File: src/rtl/uart_irq_pkg.sv
// UART interrupt controller shared definitions.
// Source indices, interrupt ID type and priority encoder.
package uart_irq_pkg;

    localparam int SRC_RX_THR   = 0;
    localparam int SRC_RX_TO    = 1;
    localparam int SRC_TX_THR   = 2;
    localparam int SRC_EXT_BASE = 3;

    // Upper bound on sources handled by the encoder.
    localparam int MAX_SRC = 64;
    localparam int MAX_IDW = 7;

    typedef logic [MAX_IDW-1:0] irq_id_t;

    // Index+1 of the highest set bit; 0 when none set.
    function automatic irq_id_t prio_enc(input logic [MAX_SRC-1:0] v);
        irq_id_t id;
        id = '0;
        for (int i = 0; i < MAX_SRC; i++) begin
            if (v[i]) id = irq_id_t'(i + 1);
        end
        return id;
    endfunction

endpackage

File: src/rtl/uart_irq_ctrl_to_cnt.sv
// RX character timeout counter: clear beats increment, saturates at thr_i.
// Ports: clk_i, rst_i, clr_i, tick_i, thr_i -> cnt_o.
module uart_irq_to_cnt #(
    parameter int TO_W = 8
) (
    input  logic            clk_i,
    input  logic            rst_i,
    input  logic            clr_i,
    input  logic            tick_i,
    input  logic [TO_W-1:0] thr_i,
    output logic [TO_W-1:0] cnt_o
);

    logic [TO_W-1:0] cnt_q;
    logic [TO_W-1:0] cnt_d;

    always_comb begin
        cnt_d = cnt_q;
        if (clr_i) begin
            cnt_d = '0;
        end else if (tick_i && (cnt_q < thr_i)) begin
            cnt_d = cnt_q + 1'b1;
        end
    end

    always_ff @(posedge clk_i or posedge rst_i) begin
        if (rst_i) cnt_q <= '0;
        else       cnt_q <= cnt_d;
    end

    assign cnt_o = cnt_q;

endmodule

File: src/rtl/uart_irq_ctrl.sv
// UART interrupt controller: 3 built-in + EXT_SRC external sources, sticky
// pending with W1C, edge/level set, priority ID. Optional macro
// UART_IRQ_COALESCE_EN adds coal_i holdoff on irq_o.
// Ports: en_i/mode_i/clr_i per source, FIFO levels/thresholds, timeout
// inputs, ext_src_i -> pend_o, id_o, irq_o.
module uart_irq_ctrl
    import uart_irq_pkg::*;
#(
    parameter int FIFO_DEPTH     = 16,
    parameter int LOG_FIFO_DEPTH = $clog2(FIFO_DEPTH),
    parameter int EXT_SRC        = 4,
    parameter int TO_W           = 8,
    parameter int NSRC           = 3 + EXT_SRC,
    parameter int IDW            = $clog2(NSRC + 1)
) (
    input  logic                    clk_i,
    input  logic                    rst_i,
    input  logic [NSRC-1:0]         en_i,
    input  logic [NSRC-1:0]         mode_i,
    input  logic [NSRC-1:0]         clr_i,
    input  logic [EXT_SRC-1:0]      ext_src_i,
    input  logic [LOG_FIFO_DEPTH:0] rx_elem_i,
    input  logic [LOG_FIFO_DEPTH:0] tx_elem_i,
    input  logic [LOG_FIFO_DEPTH:0] rx_thr_i,
    input  logic [LOG_FIFO_DEPTH:0] tx_thr_i,
    input  logic                    rx_act_i,
    input  logic                    char_tick_i,
    input  logic [TO_W-1:0]         to_thr_i,
    output logic [NSRC-1:0]         pend_o,
    output logic [IDW-1:0]          id_o,
    output logic                    irq_o
`ifdef UART_IRQ_COALESCE_EN
    ,
    input  logic [TO_W-1:0]         coal_i
`endif
);

    logic [NSRC-1:0]    raw;
    logic [NSRC-1:0]    raw_q;
    logic [NSRC-1:0]    set;
    logic [NSRC-1:0]    pend_q;
    logic [NSRC-1:0]    pend_d;
    logic [NSRC-1:0]    masked;
    logic [MAX_SRC-1:0] masked_w;
    irq_id_t            id_full;
    logic [TO_W-1:0]    to_cnt;
    logic               rx_empty;

    assign rx_empty = (rx_elem_i == '0);

    uart_irq_to_cnt #(
        .TO_W (TO_W)
    ) u_to_cnt (
        .clk_i  (clk_i),
        .rst_i  (rst_i),
        .clr_i  (rx_act_i || rx_empty),
        .tick_i (char_tick_i),
        .thr_i  (to_thr_i),
        .cnt_o  (to_cnt)
    );

    always_comb begin
        raw = '0;
        raw[SRC_RX_THR] = (rx_thr_i != '0) && (rx_elem_i >= rx_thr_i);
        raw[SRC_RX_TO]  = (to_thr_i != '0) && !rx_empty
                          && (to_cnt == to_thr_i);
        raw[SRC_TX_THR] = (tx_elem_i <= tx_thr_i);
        raw[SRC_EXT_BASE +: EXT_SRC] = ext_src_i;
    end

    // Set wins over a same-cycle clear.
    assign set    = (mode_i & raw & ~raw_q) | (~mode_i & raw);
    assign pend_d = set | (pend_q & ~clr_i);

    always_ff @(posedge clk_i or posedge rst_i) begin
        if (rst_i) begin
            raw_q  <= '0;
            pend_q <= '0;
        end else begin
            raw_q  <= raw;
            pend_q <= pend_d;
        end
    end

    assign masked = pend_q & en_i;

    always_comb begin
        masked_w = '0;
        masked_w[NSRC-1:0] = masked;
    end

    assign id_full = prio_enc(masked_w);
    assign id_o    = id_full[IDW-1:0];
    assign pend_o  = pend_q;

`ifdef UART_IRQ_COALESCE_EN
    // Cycles masked has been continuously non-zero, saturating at coal_i.
    logic [TO_W-1:0] hold_q;
    logic [TO_W-1:0] hold_d;

    always_comb begin
        hold_d = hold_q;
        if (masked == '0) begin
            hold_d = '0;
        end else if (hold_q < coal_i) begin
            hold_d = hold_q + 1'b1;
        end
    end

    always_ff @(posedge clk_i or posedge rst_i) begin
        if (rst_i) hold_q <= '0;
        else       hold_q <= hold_d;
    end

    assign irq_o = (masked != '0) && (hold_q >= coal_i);
`else
    assign irq_o = (masked != '0);
`endif

endmodule
File: config.mk
export PLATFORM = sky130hd
export DESIGN_NAME = uart_irq_ctrl
export DESIGN_NICKNAME = d
export VERILOG_FILES = /design/src/rtl/uart_irq_pkg.sv /design/src/rtl/uart_irq_ctrl_to_cnt.sv /design/src/rtl/uart_irq_ctrl.sv
export SDC_FILE = /design/constraint.sdc
export NUM_CORES = 1
export LEC_CHECK = 0
export CAP_MARGIN = 15
export CORE_UTILIZATION = 43
export CTS_BUF_LIST = sky130_fd_sc_hd__clkbuf_2
export CTS_CLUSTER_SIZE = 16
export DETAILED_ROUTE_END_ITERATION = 6
export GPL_TIMING_DRIVEN = 0
export PLACE_DENSITY = 0.83
export SLEW_MARGIN = 20
export SYNTH_ARGS = -nofsm -noshare
export SYNTH_HDL_FRONTEND = slang
export SYNTH_SLANG_ARGS = --single-unit
File: constraint.sdc
create_clock -name clk_i -period 2.5 [get_ports clk_i]
set_clock_uncertainty 0.15 [all_clocks]
set_input_delay 0.375 -clock clk_i [delete_from_list [all_inputs] [get_ports clk_i]]
set_output_delay 0.375 -clock clk_i [all_outputs]
set_load 0.005 [all_outputs]
==> impl_metrics.ini, run 1 <==
[drt]
vias = 1428
wire_per_inst_um = 11.2
route.final.wire_length_mm = 3.18
drt_iter0_drc = 54
ant_nets = 0
drc = 0
dr.pass1.iters = 4
viasPerCell = 5.03

[global_route]
grt_max_degree = 23
grtUsageTotal_pct = 19.5
antenna_found_initial = 0
first_global_vias = 1350
use_met3_pct = 2.35
overflow = 0
grtUsageMet2_pct = 34.2
grt_busiest_layer = met2
use_met1_pct = 25.2
grt_pass1_wl_mm = 5.42

[place]
post-place-ws_ns = -0.0739
dp_hpwl_mm = 2.71
dp.cells = 280
io_buffers = 67
gp_congestion = 0.737
postPlaceCellArea_mm2 = 0.00220

[synthesis]
syn_inst = 169
ys_types = 32
synth-edff-count = 0
synth-seq-area-share_pct = 37.4
ys_warn_count = 0
synth_area_mm2 = 0.00147
synth_flop_cell = dfrtp_1
syn_nets = 245
ys_seq_elements = 22
synth.largest_area_cell = dfrtp_1
synth_area_leaders = dfrtp_1 37%, ha_1 16%, inv_1 7.7%
synth_common_cells = 30 x inv_1, 22 x dfrtp_1, 22 x nand2_1, 19 x ha_1
yosysMostFrequentCell = inv_1
avgSynthCellArea_um2 = 8.71
async_flop_share_pct = 100
yosysTopAreaCellShare_pct = 37.4

[cells_and_area]
syn_to_final_growth_pct = 50.8
fin_cells = 284
final_nets = 317
drive_above_1_share_pct = 5.00
utilization_pct = 70.4
diodes = 0
fin_area_mm2 = 0.00222

[power_and_ir_drop]
power_per_cell_area_mw_per_mm2 = 350
total_power_uw = 776
peakVddDrop_v = 0.000209
static-leakage-power_nw = 1.04

[clock_network]
post_cts_resized = 0
htree_levels = 1
clk_pin_slew_ns = 0.20
clk-insertion-delay-late_ns = 0.33
clock_sinks = 22
cts_tree = done
clk_path_buf_depth = 2
ctsRootBufferMaster = clkbuf_2
postCtsHoldBufs = 0
cts_made_buffers = 3
postCtsSetupBuffers = 0

[die]
initial_core_util_pct = 46.7
core.rowCount = 20
die-area_mm2 = 0.00366
boundaryPins = 68
die_h_um = 60.5
die_w_um = 60.5
fp.coreArea_mm2 = 0.00315

[setup_path]
cp-start-kind = primary input
cp_max_fo = 3
critical_path_class = in -> out
cp-end-kind = output pin
cp.required_ns = 1.98
arrival_ns = 1.84

[timing]
relSlewSlack_pct = 47.4
setup_viol = 0
holdWs_ns = 0.309
fin_ws_ns = 0.132
setup_tns_ns = 0
rsz0062_at_grt = false
finalMaxSlewViolations = 0
finalCriticalPeriod_ns = 2.37
max_freq_mhz = 422
final.period_utilization_pct = 94.7
worst_pin_slew_ns = 0.788
hold_viol = 0

[min_path]
hold_path.class = in -> async

[outcome]
outcome = completed

[flow_run]
maxCapViolCount = 0
per-layer routing:
metal	share of wire (%)	vias to the layer above	wire length [um]
met5	0	-	0
met4	0.91	0	29
met3	5.7	2	181
met2	51	47	1620
met1	43	636	1360
li1	-	743	-
worst max-delay path, cell delays in order:
cell	delay, ns
clkdlybuf4s50_1	0.43
a22oi_1	0.30
inv_1	0.07
o21ai_0	0.14
clkdlybuf4s50_1	0.53
cell type report:
type                    instances  area, um^2
repair buffers                 67         673
well taps                      44        55.1
plain buffers                   2        11.3
multi-input cells             115         797
fillers                       274         935
inverters                      30         113
flip-flops and latches         22         551
clock inverters                 1        3.75
clock buffers                   3        15.0
cell usage in the layout, fill, tap and decap left out, types with 2 or more instances in the layout:
master	Yosys	layout
o31ai_1	3	3
clkbuf_2	0	3
ha_1	19	19
o211ai_1	3	3
inv_1	30	30
o2111ai_1	2	2
clkdlybuf4s50_1	0	66
or4_1	2	2
a21oi_2	3	3
nor4_1	3	3
dfrtp_1	22	22
a21oi_1	12	12
or3_1	4	4
nand2_1	22	22
nor2_1	4	4
a22oi_1	3	3
a22o_1	3	3
nand4_1	6	6
a211o_1	2	2
o21ai_0	12	12
worst paths after layout:
| check | depth (start not counted) | end | startpoint | slack [ns] |
|---|---|---|---|---|
| setup / recovery | 5 | id_o[1] | en_i[3] | 0.13 |
| max in group asynchronous | 2 | raw_q[0] | rst_i | 1.40 |
| hold reg to reg | 3 | pend_o[5] | raw_q[5] | 0.39 |
| hold / removal | 2 | u_to_cnt.cnt_o[7] | rst_i | 0.31 |
| setup reg to reg | 7 | u_to_cnt.cnt_o[7] | u_to_cnt.cnt_o[1] | 0.42 |
| min in group clk_i | 1 | raw_q[6] | ext_src_i[3] | 0.33 |
power by group:
group          internal, mW  switching, mW  total (mW)
sequential            0.378         0.0176       0.396
clock                0.0348          0.106       0.141
combinational         0.155         0.0854       0.240
state kept, by name, summed over array words and instances, names as in the netlist:
name	count
raw_q	7
u_to_cnt.cnt_o	8
pend_o	7
kinds of logic after synthesis:
logic type / Yosys count / synth area share (%)
AO/OA/AOI/OAI: 46 / 20.7
adder cells (fa/ha/maj): 19 / 16.2
buffers and inverters: 32 / 8.42
flip-flops: 22 / 37.4
AND/OR/NAND/NOR: 50 / 17.3
Note: power is estimated with default switching activity, not from simulation.
==> run 2, diff against run 1 <==
--- a/config.mk
+++ b/config.mk
@@ -6,12 +6,14 @@
 export NUM_CORES = 1
 export LEC_CHECK = 0
 export CAP_MARGIN = 15
-export CORE_UTILIZATION = 43
+export CELL_PAD_IN_SITES_DETAIL_PLACEMENT = 1
+export CELL_PAD_IN_SITES_GLOBAL_PLACEMENT = 2
+export CORE_UTILIZATION = 23
 export CTS_BUF_LIST = sky130_fd_sc_hd__clkbuf_2
 export CTS_CLUSTER_SIZE = 16
 export DETAILED_ROUTE_END_ITERATION = 6
 export GPL_TIMING_DRIVEN = 0
-export PLACE_DENSITY = 0.83
+export PLACE_DENSITY_LB_ADDON = 0.1
 export SLEW_MARGIN = 20
 export SYNTH_ARGS = -nofsm -noshare
 export SYNTH_HDL_FRONTEND = slang
==> run 2 against run 1 <==
  * Register-to-register slack got worse by 0.03 ns
  * First-iteration DRC count rose by 31%
  * Final area rose by 1.9%
  * Die area rose by 84%
  * Combinational power rose by 2%
  * Utilization fell by 33 points
  * Sequential share of layout area fell by 0.45 points
  * Sequential power barely moved
==> impl_metrics.ini, run 2 (synthesized netlist as in run 1, its figures left out) <==
[outcome]
outcome = completed

[setup_path]
setup.worst_path.start = en_i[1]
cp-start-kind = primary input
crit_chain = clkdlybuf4s50_1 > nand2_1 > a32oi_1 > a21oi_1 > a21oi_1 > o21ai_0 > clkdlybuf4s50_1
cp_max_fo = 2
cp.required_ns = 1.98
critical_path_class = in -> out
crit-reg2reg-launch = u_to_cnt.cnt_o[5]
arrival_ns = 1.84
slowest_delay_ns = 0.47
crit_slowest_cell = clkdlybuf4s50_1
cp-end-kind = output pin

[global_route]
first_global_vias = 1505
grtUsageTotal_pct = 12.9
overflow = 0
antenna_found_initial = 0
grt_pass1_wl_mm = 6.69
grt_max_degree = 23

[drt]
route.final.wire_length_mm = 4.00
wire_per_inst_um = 12.7
viasPerCell = 4.64
ant_nets = 0
dr.pass1.iters = 4
drc = 0
vias = 1463
drt_iter0_drc = 71

[die]
die_h_um = 82.0
die-area_mm2 = 0.00672
initial_core_util_pct = 24.3
die_w_um = 82.0
boundaryPins = 68
core.rowCount = 28
fp.coreArea_mm2 = 0.00606

[clock_network]
postCtsHoldBufs = 0
ctsRootBufferMaster = clkbuf_2
clock_sinks = 22
clk_pin_slew_ns = 0.22
clk-insertion-delay-late_ns = 0.33
htree_levels = 1
cts_tree = done
cts_made_buffers = 3
clk_path_buf_depth = 2

[timing]
finalMaxSlewViolations = 0
finalCriticalPeriod_ns = 2.36
setup_viol = 0
max_freq_mhz = 423
worst_pin_slew_ns = 0.846
final.period_utilization_pct = 94.5
rsz0062_at_grt = false
setup_tns_ns = 0
fin_ws_ns = 0.137
hold_viol = 0
holdWs_ns = 0.328
relSlewSlack_pct = 43.5

[power_and_ir_drop]
peakVddDrop_v = 0.000166
power_per_cell_area_mw_per_mm2 = 347
total_power_uw = 784
static-leakage-power_nw = 1.03

[cells_and_area]
utilization_pct = 37.3
fin_area_mm2 = 0.00226
syn_to_final_growth_pct = 53.6
diodes = 0
final_nets = 317
final_common_cell = clkdlybuf4s50_1
largest_reg_flops = 8
final_cell_mix = 67 x clkdlybuf4s50_1, 30 x inv_1, 22 x nand2_1, 22 x dfrtp_1, 19 x ha_1
fin_cells = 315
drive_above_1_share_pct = 5.42

[place]
dp.cells = 311
dp_hpwl_mm = 3.42
post-place-ws_ns = -0.0959
gp_congestion = 0.679
postPlaceCellArea_mm2 = 0.00224
io_buffers = 67

[min_path]
hold_path.class = in -> async

[flow_run]
maxCapViolCount = 0
==> run 2: cell count changes in the layout (fill, tap and decap cells not counted) <==
cell and delta:
a22oi_1 -1, a22oi_2 +1, clkdlybuf4s50_1 +1, dlymetal6s2s_1 -1
==> run 2: report_power, final <==
part | internal (mW) | switching [mW]
clock network | 0.0348 | 0.108
registers | 0.378 | 0.0195
logic | 0.156 | 0.0879
total | 0.569 | 0.215
==> run 2: layout make-up <==
type,instances,area (um^2)
plain buffers,2,11.3
clock buffers,3,15.0
clock inverters,1,3.75
fillers,717,3800
inverters,30,113
multi-input cells,115,802
flip-flops and latches,22,551
well taps,75,93.8
repair buffers,67,671
==> run 2: layer usage <==
metal	share of wire (%)	global-route usage, %
met1	43	15.2
met2	51	23.2
met3	4.4	3.67
met4	0.80	2.11
met5	0	0
==> run 2: worst paths after layout <==
check / to / slack, ns / cells past startpoint
setup / recovery: id_o[0] / 0.14 / 7
hold / removal: raw_q[5] / 0.33 / 2
setup reg to reg: u_to_cnt.cnt_o[6] / 0.39 / 6
hold reg to reg: pend_o[4] / 0.40 / 3
max in group asynchronous: raw_q[3] / 1.34 / 2
min in group clk_i: raw_q[6] / 0.33 / 1
==> run 2: worst max-delay path: cells and delay by family <==
kind	cells	cell delay, ns
compound gates	4	0.48
buf+inv	2	0.92
simple gates	1	0.05
==> run 2: timing repair <==
action	CTS	global route
setup buffers	0	0
setup endpoints to repair	0	1
gates resized for setup	0	1
==> run 3, diff against run 2 <==
==> constraint.sdc (replaced) <==
create_clock -name clk_i -period 2.5 [get_ports clk_i]
set_clock_uncertainty 0.15 [all_clocks]
set_input_delay 0.375 -clock clk_i [delete_from_list [all_inputs] [get_ports clk_i]]
set_output_delay 0.375 -clock clk_i [all_outputs]
set_load 0.1 [all_outputs]
==> run 3 against run 2 <==
  * Combinational power increased by 62%
  * Sequential cell count unchanged
  * Sequential share of layout area increased by 0.13 points
  * Cell count unchanged
  * Total power increased by 20%
  * Final area increased by 1.3%
  * Highest routed layer unchanged
  * First-iteration DRC count decreased by 48%
  * Die area unchanged
  * Via count decreased by 1.3%
==> impl_metrics.ini, run 3 (synthesized netlist as in run 1, its figures left out) <==
[timing]
finalCriticalPeriod_ns = 2.34
holdWs_ns = 0.331
hold_viol = 0
worst_pin_slew_ns = 0.996
max_freq_mhz = 428
fin_ws_ns = 0.163
final.period_utilization_pct = 93.5
finalMaxSlewViolations = 0
rsz0062_at_grt = false
relSlewSlack_pct = 33.5
setup_viol = 0

[drt]
route.final.wire_length_mm = 4.06
ant_nets = 0
wire_per_inst_um = 12.9
viasPerCell = 4.58
drc = 0
vias = 1444
dr.pass1.iters = 3
drt_iter0_drc = 37

[global_route]
grtUsageTotal_pct = 13.3
overflow = 0
first_global_vias = 1529
antenna_found_initial = 0
grt_max_degree = 23
grt_pass1_wl_mm = 6.89

[clock_network]
htree_levels = 1
cts_tree = done
postCtsSetupBuffers = 0
clk-insertion-delay-late_ns = 0.33
cts_made_buffers = 3
ctsRootBufferMaster = clkbuf_2
clk_pin_slew_ns = 0.21
clk_path_buf_depth = 2
clock_sinks = 22

[setup_path]
cp-start-kind = flip-flop
critical_path_class = reg -> out
cp-end-kind = output pin
cp_max_fo = 4
cp.required_ns = 1.98
arrival_ns = 1.81

[cells_and_area]
final_common_cell = clkdlybuf4s50_1
multi_input_area_um2 = 816
final_nets = 317
diodes = 0
final_cell_mix = 56 x clkdlybuf4s50_1, 30 x inv_1, 22 x nand2_1, 19 x ha_1, 16 x dfrtp_1
syn_to_final_growth_pct = 55.5
drive_above_1_share_pct = 10.4
fin_cells = 315
largest_reg_flops = 8
fin_area_mm2 = 0.00229
nFillCells = 717
regArea_um2 = 561
utilization_pct = 37.8

[place]
io_buffers = 67
dp.cells = 311
dp_hpwl_mm = 3.42
gp_congestion = 0.685
postPlaceCellArea_mm2 = 0.00226
post-place-ws_ns = -0.467

[die]
fp.coreArea_mm2 = 0.00606
core.rowCount = 28
die-area_mm2 = 0.00672
initial_core_util_pct = 24.3
die_w_um = 82.0
die_h_um = 82.0
boundaryPins = 68

[outcome]
outcome = completed

[power_and_ir_drop]
static-leakage-power_nw = 1.09
peakVddDrop_v = 0.000221
power_per_cell_area_mw_per_mm2 = 410

[min_path]
hold_path.class = in -> reg

[flow_run]
maxCapViolCount = 0
-- run 3: changes by cell type in the layout (fill, tap and decap cells not counted), moves of 2 or more --
cell / before / now
clkdlybuf4s50_1: 67 / 56
dfrtp_1: 22 / 16
dlymetal6s2s_1: 0 / 6
dfrtp_2: 0 / 5
buf_2: 0 / 2
o21ai_0: 12 / 10
-- run 3: metrics by stage --
stage / power (mW) / setup TNS, ns
finish: 0.938 / 0
global route: 1.00 / 0
CTS: 0.961 / 0
detailed placement: 0.816 / -1.83
global placement: 0.813 / -1.78
floorplan: 0.650 / 0
-- run 3: final cells by class --
class	instances	share of cell area [%]
Buffer	2	0.492
Clock buffer	3	0.656
Clock inverter	1	0.164
Inverter	30	4.92
Multi-Input combinational cell	115	35.6
Sequential cell	22	24.5
Tap cell	75	4.10
Timing Repair Buffer	67	29.5
-- run 3: path summary, 6_finish.rpt --
path	slack [ns]	start	end	cells past startpoint
worst max-delay path	0.16	pend_o[3]	id_o[1]	4
worst min-delay path	0.33	ext_src_i[0]	raw_q[3]	1
worst max register to register	0.37	u_to_cnt.cnt_o[5]	u_to_cnt.cnt_o[6]	6
worst min register to register	0.39	raw_q[3]	pend_o[3]	3
max in group asynchronous	1.24	rst_i	pend_o[5]	2
min in group asynchronous	0.34	rst_i	u_to_cnt.cnt_o[0]	2
-- run 3: what timing repair did --
action / in CTS / in global routing
hold buffers: 0 / 0
resized for setup: 13 / 11
setup endpoints to repair: 5 / 9
gates cloned: 0 / 0
-- run 3: layer usage --
| layer | global-route usage (%) | vias to the layer above | wire [um] |
|---|---|---|---|
| li1 | - | 740 | - |
| met1 | 15.3 | 675 | 1810 |
| met2 | 24.5 | 27 | 2070 |
| met3 | 3.56 | 2 | 138 |
| met4 | 2.63 | 0 | 34 |
| met5 | 0 | - | 0 |
-- run 3: power by group --
| part | total (mW) | switching [mW] | internal (mW) |
|---|---|---|---|
| Sequential | 0.399 | 0.0187 | 0.380 |
| Clock | 0.143 | 0.108 | 0.0348 |
| Combinational | 0.395 | 0.245 | 0.151 |
| Total | 0.938 | 0.372 | 0.566 |
-- run 3: worst max-delay path: stages (launching register included) --
cell and delay (ns):
dfrtp_2 0.47, a22oi_1 0.27, inv_1 0.08, o21ai_2 0.11
clkdlybuf4s18_2 0.55
